<file path="src/rtl/riscv_pkg.sv">
// Shared definitions for the load/store unit.
//   - funct3 encodings for RV32I loads and stores
//   - lsu_state_t: LSU sequencing states
//   - acc_size_t plus helpers that decode funct3 into access size / signedness
package riscv_pkg;

    localparam logic [2:0] F3_LB  = 3'b000;
    localparam logic [2:0] F3_LH  = 3'b001;
    localparam logic [2:0] F3_LW  = 3'b010;
    localparam logic [2:0] F3_LBU = 3'b100;
    localparam logic [2:0] F3_LHU = 3'b101;
    localparam logic [2:0] F3_SB  = 3'b000;
    localparam logic [2:0] F3_SH  = 3'b001;
    localparam logic [2:0] F3_SW  = 3'b010;

    typedef enum logic [1:0] {
        IDLE = 2'd0,
        REQ  = 2'd1,
        WAIT = 2'd2,
        DONE = 2'd3
    } lsu_state_t;

    typedef enum logic [1:0] {
        SZ_BYTE = 2'd0,
        SZ_HALF = 2'd1,
        SZ_WORD = 2'd2
    } acc_size_t;

    // Any encoding that is not a defined byte/half access falls back to a word.
    function automatic acc_size_t acc_size(input logic we, input logic [2:0] f3);
        acc_size_t sz;
        sz = SZ_WORD;
        if (we) begin
            if (f3 == F3_SB)      sz = SZ_BYTE;
            else if (f3 == F3_SH) sz = SZ_HALF;
        end else begin
            if (f3 == F3_LB || f3 == F3_LBU)      sz = SZ_BYTE;
            else if (f3 == F3_LH || f3 == F3_LHU) sz = SZ_HALF;
        end
        return sz;
    endfunction

    function automatic logic is_unsigned(input logic we, input logic [2:0] f3);
        return !we && (f3 == F3_LBU || f3 == F3_LHU);
    endfunction

endpackage

</file>
<file path="src/rtl/lsu_if.sv">
// Memory bus between the LSU (master) and the data memory (slave).
//   mem_req/mem_gnt  : request handshake, request held until granted
//   mem_we, mem_addr, mem_wstrb, mem_wdata : request payload (word address)
//   mem_rvalid/mem_rdata : completion for both loads and stores
interface lsu_if #(
    parameter int ADDR_W = 32
);
    logic              mem_req;
    logic              mem_we;
    logic [ADDR_W-1:0] mem_addr;
    logic [3:0]        mem_wstrb;
    logic [31:0]       mem_wdata;
    logic              mem_gnt;
    logic              mem_rvalid;
    logic [31:0]       mem_rdata;

    modport master (
        output mem_req, mem_we, mem_addr, mem_wstrb, mem_wdata,
        input  mem_gnt, mem_rvalid, mem_rdata
    );

    modport slave (
        input  mem_req, mem_we, mem_addr, mem_wstrb, mem_wdata,
        output mem_gnt, mem_rvalid, mem_rdata
    );
endinterface

</file>
<file path="src/rtl/lsu_align.sv">
// Load data alignment: picks the byte/half lane from the memory word and
// sign- or zero-extends it to 32 bits.
//   word : raw memory word
//   off  : byte offset within the word (already masked to natural alignment)
//   size : access size
//   uns  : 1 = zero-extend, 0 = sign-extend
//   data : aligned, extended result
module lsu_align
    import riscv_pkg::*;
(
    input  logic [31:0] word,
    input  logic [1:0]  off,
    input  acc_size_t   size,
    input  logic        uns,
    output logic [31:0] data
);
    logic [7:0]  byte_lane;
    logic [15:0] half_lane;

    always_comb begin
        byte_lane = word[8*off +: 8];
        half_lane = off[1] ? word[31:16] : word[15:0];
        data      = word;
        case (size)
            SZ_BYTE: data = {{24{byte_lane[7] & ~uns}}, byte_lane};
            SZ_HALF: data = {{16{half_lane[15] & ~uns}}, half_lane};
            default: data = word;
        endcase
    end
endmodule

</file>
<file path="src/rtl/lsu.sv">
// Load/store unit: turns one datapath load/store into a single memory bus
// transaction, stalling the core until the access completes.
//   clk, rst_n      : clock, asynchronous active-low reset
//   req_valid/req_we/funct3/addr/wdata : request from the datapath
//   rdata           : aligned load result, valid only in DONE (0 otherwise)
//   stall           : hold the core while a request is pending
//   misalign        : one-cycle misaligned-access flag
//   bus             : memory bus (lsu_if master)
// Optional feature macro: LSU_MISALIGN_TRAP_EN -- misaligned half/word
// accesses skip the bus and complete in DONE with misalign=1. Without it the
// low address bits are masked to the natural alignment and misalign stays 0.
//
// state | meaning
// IDLE  | waiting for req_valid; request is captured on acceptance
// REQ   | mem_req asserted until mem_gnt
// WAIT  | waiting for mem_rvalid, load data captured
// DONE  | stall low, rdata presented for one cycle
module lsu
    import riscv_pkg::*;
#(
    parameter int ADDR_W = 32
) (
    input  logic              clk,
    input  logic              rst_n,
    input  logic              req_valid,
    input  logic              req_we,
    input  logic [2:0]        funct3,
    input  logic [ADDR_W-1:0] addr,
    input  logic [31:0]       wdata,
    output logic [31:0]       rdata,
    output logic              stall,
    output logic              misalign,
    lsu_if.master             bus
);
    lsu_state_t        state, state_nxt;
    logic              we_q;
    logic [2:0]        f3_q;
    logic [1:0]        off_q;
    logic [ADDR_W-1:2] waddr_q;
    logic [31:0]       rdata_q;
    logic              mis_q;
    logic              mis_in;
    acc_size_t         size_in, size_q;
    logic [1:0]        off_eff;
    logic [3:0]        strb;
    logic [31:0]       wrep;
    logic [31:0]       aligned;

    assign size_in = acc_size(req_we, funct3);
    assign size_q  = acc_size(we_q, f3_q);

`ifdef LSU_MISALIGN_TRAP_EN
    assign mis_in = (size_in == SZ_HALF && addr[0]) ||
                    (size_in == SZ_WORD && addr[1:0] != 2'b00);
`else
    assign mis_in = 1'b0;
`endif

    always_ff @(posedge clk or negedge rst_n) begin
        if (!rst_n) state <= IDLE;
        else        state <= state_nxt;
    end

    always_comb begin
        state_nxt = state;
        case (state)
            IDLE: if (req_valid) state_nxt = mis_in ? DONE : REQ;
            REQ:  if (bus.mem_gnt) state_nxt = WAIT;
            WAIT: if (bus.mem_rvalid) state_nxt = DONE;
            DONE: state_nxt = IDLE;
            default: state_nxt = IDLE;
        endcase
    end

    always_ff @(posedge clk or negedge rst_n) begin
        if (!rst_n) begin
            we_q    <= 1'b0;
            f3_q    <= 3'b000;
            off_q   <= 2'b00;
            waddr_q <= '0;
            rdata_q <= 32'h0;
            mis_q   <= 1'b0;
        end else begin
            if (state == IDLE && req_valid) begin
                we_q    <= req_we;
                f3_q    <= funct3;
                off_q   <= addr[1:0];
                waddr_q <= addr[ADDR_W-1:2];
                rdata_q <= 32'h0;
                mis_q   <= mis_in;
            end else if (state == WAIT && bus.mem_rvalid) begin
                // Store completions return data too; it is dropped here.
                rdata_q <= we_q ? 32'h0 : bus.mem_rdata;
            end
        end
    end

    // Mask the offset to the natural alignment of the access size.
    always_comb begin
        off_eff = off_q;
        case (size_q)
            SZ_HALF: off_eff = {off_q[1], 1'b0};
            SZ_WORD: off_eff = 2'b00;
            default: off_eff = off_q;
        endcase
    end

    always_comb begin
        strb = 4'b1111;
        wrep = wdata;
        case (size_q)
            SZ_BYTE: begin
                strb = 4'b0001 << off_eff;
                wrep = {4{wdata[7:0]}};
            end
            SZ_HALF: begin
                strb = off_eff[1] ? 4'b1100 : 4'b0011;
                wrep = {2{wdata[15:0]}};
            end
            default: begin
                strb = 4'b1111;
                wrep = wdata;
            end
        endcase
    end

    assign bus.mem_req   = (state == REQ);
    assign bus.mem_we    = (state == REQ) && we_q;
    assign bus.mem_addr  = (state == REQ) ? {waddr_q, 2'b00} : '0;
    assign bus.mem_wstrb = (state == REQ && we_q) ? strb : 4'b0000;
    assign bus.mem_wdata = (state == REQ && we_q) ? wrep : 32'h0;

    lsu_align u_align (
        .word (rdata_q),
        .off  (off_eff),
        .size (size_q),
        .uns  (is_unsigned(we_q, f3_q)),
        .data (aligned)
    );

    assign stall    = (state == IDLE && req_valid) || state == REQ || state == WAIT;
    assign rdata    = (state == DONE && !mis_q) ? aligned : 32'h0;
    assign misalign = (state == DONE) && mis_q;
endmodule

</file>
<file path="src/flat_wrapper.sv">
// flat-port wrapper written by rule: the top's interface ports become plain ports
module lsu_flat import riscv_pkg::*;
#(
    parameter int ADDR_W = 32
)
  (clk, rst_n, req_valid, req_we, funct3, addr, wdata, rdata, stall, misalign, bus_mem_req, bus_mem_we, bus_mem_addr, bus_mem_wstrb, bus_mem_wdata, bus_mem_gnt, bus_mem_rvalid, bus_mem_rdata);
  lsu_if #(.ADDR_W(ADDR_W)) bus_i ();
  input  logic clk;
  input  logic rst_n;
  input  logic req_valid;
  input  logic req_we;
  input  logic [2:0] funct3;
  input  logic [ADDR_W-1:0] addr;
  input  logic [31:0] wdata;
  output logic [31:0] rdata;
  output logic stall;
  output logic misalign;
  output wire logic [$bits(bus_i.mem_req)-1:0] bus_mem_req;
  output wire logic [$bits(bus_i.mem_we)-1:0] bus_mem_we;
  output wire logic [$bits(bus_i.mem_addr)-1:0] bus_mem_addr;
  output wire logic [$bits(bus_i.mem_wstrb)-1:0] bus_mem_wstrb;
  output wire logic [$bits(bus_i.mem_wdata)-1:0] bus_mem_wdata;
  input wire logic [$bits(bus_i.mem_gnt)-1:0] bus_mem_gnt;
  input wire logic [$bits(bus_i.mem_rvalid)-1:0] bus_mem_rvalid;
  input wire logic [$bits(bus_i.mem_rdata)-1:0] bus_mem_rdata;
  assign bus_mem_req = bus_i.mem_req;
  assign bus_mem_we = bus_i.mem_we;
  assign bus_mem_addr = bus_i.mem_addr;
  assign bus_mem_wstrb = bus_i.mem_wstrb;
  assign bus_mem_wdata = bus_i.mem_wdata;
  assign bus_i.mem_gnt = bus_mem_gnt;
  assign bus_i.mem_rvalid = bus_mem_rvalid;
  assign bus_i.mem_rdata = bus_mem_rdata;
  lsu #(.ADDR_W(ADDR_W)) u_core (.clk(clk), .rst_n(rst_n), .req_valid(req_valid), .req_we(req_we), .funct3(funct3), .addr(addr), .wdata(wdata), .rdata(rdata), .stall(stall), .misalign(misalign), .bus(bus_i));
endmodule
</file>
<file path="config.mk">
export PLATFORM = sky130hd
export DESIGN_NAME = lsu_flat
export DESIGN_NICKNAME = d
export VERILOG_FILES = /design/src/rtl/riscv_pkg.sv /design/src/rtl/lsu_if.sv /design/src/rtl/lsu_align.sv /design/src/rtl/lsu.sv /design/src/flat_wrapper.sv
export SDC_FILE = /design/constraint.sdc
export NUM_CORES = 1
export LEC_CHECK = 0
export ABC_AREA = 1
export BUFFER_PORTS_ARGS = -buffer_cell sky130_fd_sc_hd__buf_2
export CORE_ASPECT_RATIO = 1.4
export CORE_MARGIN = 1.5
export CORE_UTILIZATION = 50
export CTS_BUF_LIST = sky130_fd_sc_hd__clkbuf_2 sky130_fd_sc_hd__clkbuf_4 sky130_fd_sc_hd__clkbuf_8
export CTS_CLUSTER_SIZE = 25
export DETAILED_ROUTE_END_ITERATION = 10
export PLACE_DENSITY = 0.84
export SYNTH_ARGS = -nofsm -noshare
export SYNTH_HDL_FRONTEND = slang
export SYNTH_SLANG_ARGS = --single-unit
</file>
<file path="constraint.sdc">
create_clock -name clk -period 3.1 [get_ports clk]
set_clock_uncertainty 0.15 [all_clocks]
set_input_delay 0.155 -clock clk [delete_from_list [all_inputs] [get_ports clk]]
set_output_delay 0.155 -clock clk [all_outputs]
set_load 0.02 [all_outputs]
</file>
==> metrics.txt <==
status finished, final reports clean; initial antenna violation count 0; synthesized flop and latch total 70; Syn Inst Count 687; min-delay src bus_mem_gnt; Final setup viols 0; worst setup margin 0.1864 ns; slew at the pin closest to its max-slew limit 0.9336 ns; CTS tree yes; first-pass GRT wire length 24780 µm; # DRC 0; CTS max path bufs 2; Die Y 116.4 µm; CP Launch Type flip-flop; drt first pass iters 5; critical path type flip-flop to output port; # fillers 717; CTS Sinks 70; leading cell type in the layout, fill and taps excluded buf_2; GRT Util Overall 32.14%; # H-tree levels 3; Worst path slowest cell dfrtp_1; Final Hold Viols 0; Clock Pin Slew Worst Setup and Hold Paths 0.07 ns; Tcrit/Tclk final roughly 94%; DP Worst Slack 0.4275 ns; CP endpoint kind output port; ranking of synthesized cells by area dfrtp_1 (38%), nand2_1 (16%), inv_1 (9.4%); Post-Syn Area 4593 µm²; FF-to-FF Start u_core.state[1]$_DFFE_PN0P_; via count 5609; cells along the critical path a21oi_1, nand2_1, inv_1, ha_1, nand2_2, buf_4, o21ai_0, nand2_1, nand3_1, a21oi_1, buf_2; Initial Utilization 51.16%; Antenna Nets Post-Route 0; row count 41; vias in the first global route 5233; largest net degree at the start of global routing 44; number of diodes 0; final slew viol count 0; VDD IR-drop max 0.0007810 V; top-area cell type share of the netlist area 38.14%; MaxCap Viol Count 0; wire length per cell 15.17 µm; WP data arrival 2.61 ns; Fin Setup TNS 0 ns; grt total ovfl 0; syn_area_per_cell 6.686 µm²; cell family contributing the most delay on the critical path compound AO/OA/AOI/OAI gates; io pins 209; Finished Cell Area 6569 µm²; sum of buffers and inverters on the critical path 3; fin crit period 2.914 ns; CP max FO 28; P_leak 3.966 nW; Yosys top cell by area dfrtp_1; worst-skew pair later-pin latency 0.34 ns; First DRT Iteration DRCs 355; WL final 16060 µm; Die W between 80 and 90 µm; asr flop ratio synth 100.0%; total CTS buffers 9; post-synthesis cell type count 29; layout cells sized above 1 27.23%; vias per cell 5.302; Core Box Area 8977 µm²; Post-DP HPWL 10580 µm; Nets 1059; Peak Freq 343.2 MHz; Cell Pwr Density 957.0 nW/µm²; Seq/Total Area, Yosys 38.14%; Synth Flop Type dfrtp_1; crit-path max cell delay roughly 0.41 ns; CP required ~2.8 ns; CP Launch Point u_core.f3_q[2]$_DFFE_PN0P_; RSZ-0062 raised after global routing false; Root Buffer clkbuf_8; I/O Buffers 205; Slew HR 37.76%; dpl cell area about 5600 µm²; die area 9779 µm²; Area Growth Syn to Fin 43.01%; Hold Crit Class input pin to flip-flop; EDFF count, synth 0; Final Wtd Congestion 0.9075; WHS 0.1242 ns; most frequent cells in the layout buf_2 (205), nand2_1 (195), inv_1 (115); Synth warnings 0
cells by family (layout without fill, tap and decap cells):
group	Yosys count	after routing	share of synthesized area (%)
simple gates	254	256	22.69
compound gates	191	191	22.53
buf+inv	164	424	14.66
flops	70	70	38.14
fa+ha+maj	7	7	1.907
other cells	1	3	0.08164
power by group:
group | switching [W] | internal, W
combinational | 0.00283 | 0.00128
sequential | 0.000245 | 0.00126
clock | 0.000318 | 0.000356
total | 0.00339 | 0.00290
what timing repair did:
item	in CTS	in global routing
hold buffers	69	0
gates resized for setup	0	2
setup buffers	0	2
hold endpoints to repair	109	0
setup endpoints to repair	0	24
state kept, by name, indices dropped and copies added, names as in the netlist:
name	cells
u_core.rdata_q	32
u_core.waddr_q	30
u_core.f3_q	3
u_core.off_q	2
u_core.state	2
u_core.we_q	1
stage by stage:
stage / power [W] / util, % / cells
after global routing: 0.006776 / 73.17 / 1058
after global placement: 0.005266 / 62.89 / 970
after detailed placement: 0.005307 / 62.89 / 970
after CTS: 0.006056 / 72.57 / 1054
after floorplan: 0.004337 / - / 689
final: 0.006286 / 73.17 / 1058
synth_stat cells, drive strengths merged, types with 2 or more instances:
cell and number:
nand2 201, nand4 2, o22ai 32, a21oi 74, nand3 22, clkbuf 24
buf 22, dfrtp 70, o21ai 82, inv 118, nor2 29, ha 7
layout make-up:
| cell class | instances | area (µm²) | share of cell area [%] |
|---|---|---|---|
| clock buffers | 14 | 173.9 | 2.648 |
| clock inverters | 1 | 5.005 | 0.07619 |
| inverters | 118 | 445.4 | 6.781 |
| multi-input cells | 457 | 2215 | 33.71 |
| flip-flops and latches | 70 | 1752 | 26.67 |
| well taps | 107 | 133.9 | 2.038 |
| repair buffers | 291 | 1844 | 28.08 |
metal layers:
layer | vias up | global-route usage (%) | routed length (µm)
li1 | 2699 | - | -
met4 | 0 | 20.44 | 931
met1 | 2516 | 33.85 | 5704
met5 | - | 0 | 0
met2 | 328 | 58.60 | 8194
met3 | 66 | 6.784 | 1226
worst min-delay path, stage by stage:
cell and delay (ns):
buf_2 0.08, o221ai_1 0.18, nand2_1 0.09, o21ai_0 0.07
final timing paths:
| check | end | slack [ns] | cells after the start |
|---|---|---|---|
| worst max-delay path | rdata[1] | 0.19 | 11 |
| worst min-delay path | u_core.state[0]$_DFFE_PN0P_ | 0.12 | 4 |
| worst max register to register | u_core.waddr_q[28]$_DFFE_PN0P_ | 0.97 | 6 |
| worst min register to register | u_core.waddr_q[4]$_DFFE_PN0P_ | 0.33 | 2 |
| max in group asynchronous | u_core.rdata_q[28]$_DFFE_PN0P_ | 1.62 | 3 |
| min in group asynchronous | u_core.waddr_q[18]$_DFFE_PN0P_ | 0.34 | 2 |
Note: power is estimated with default switching activity, not from simulation.
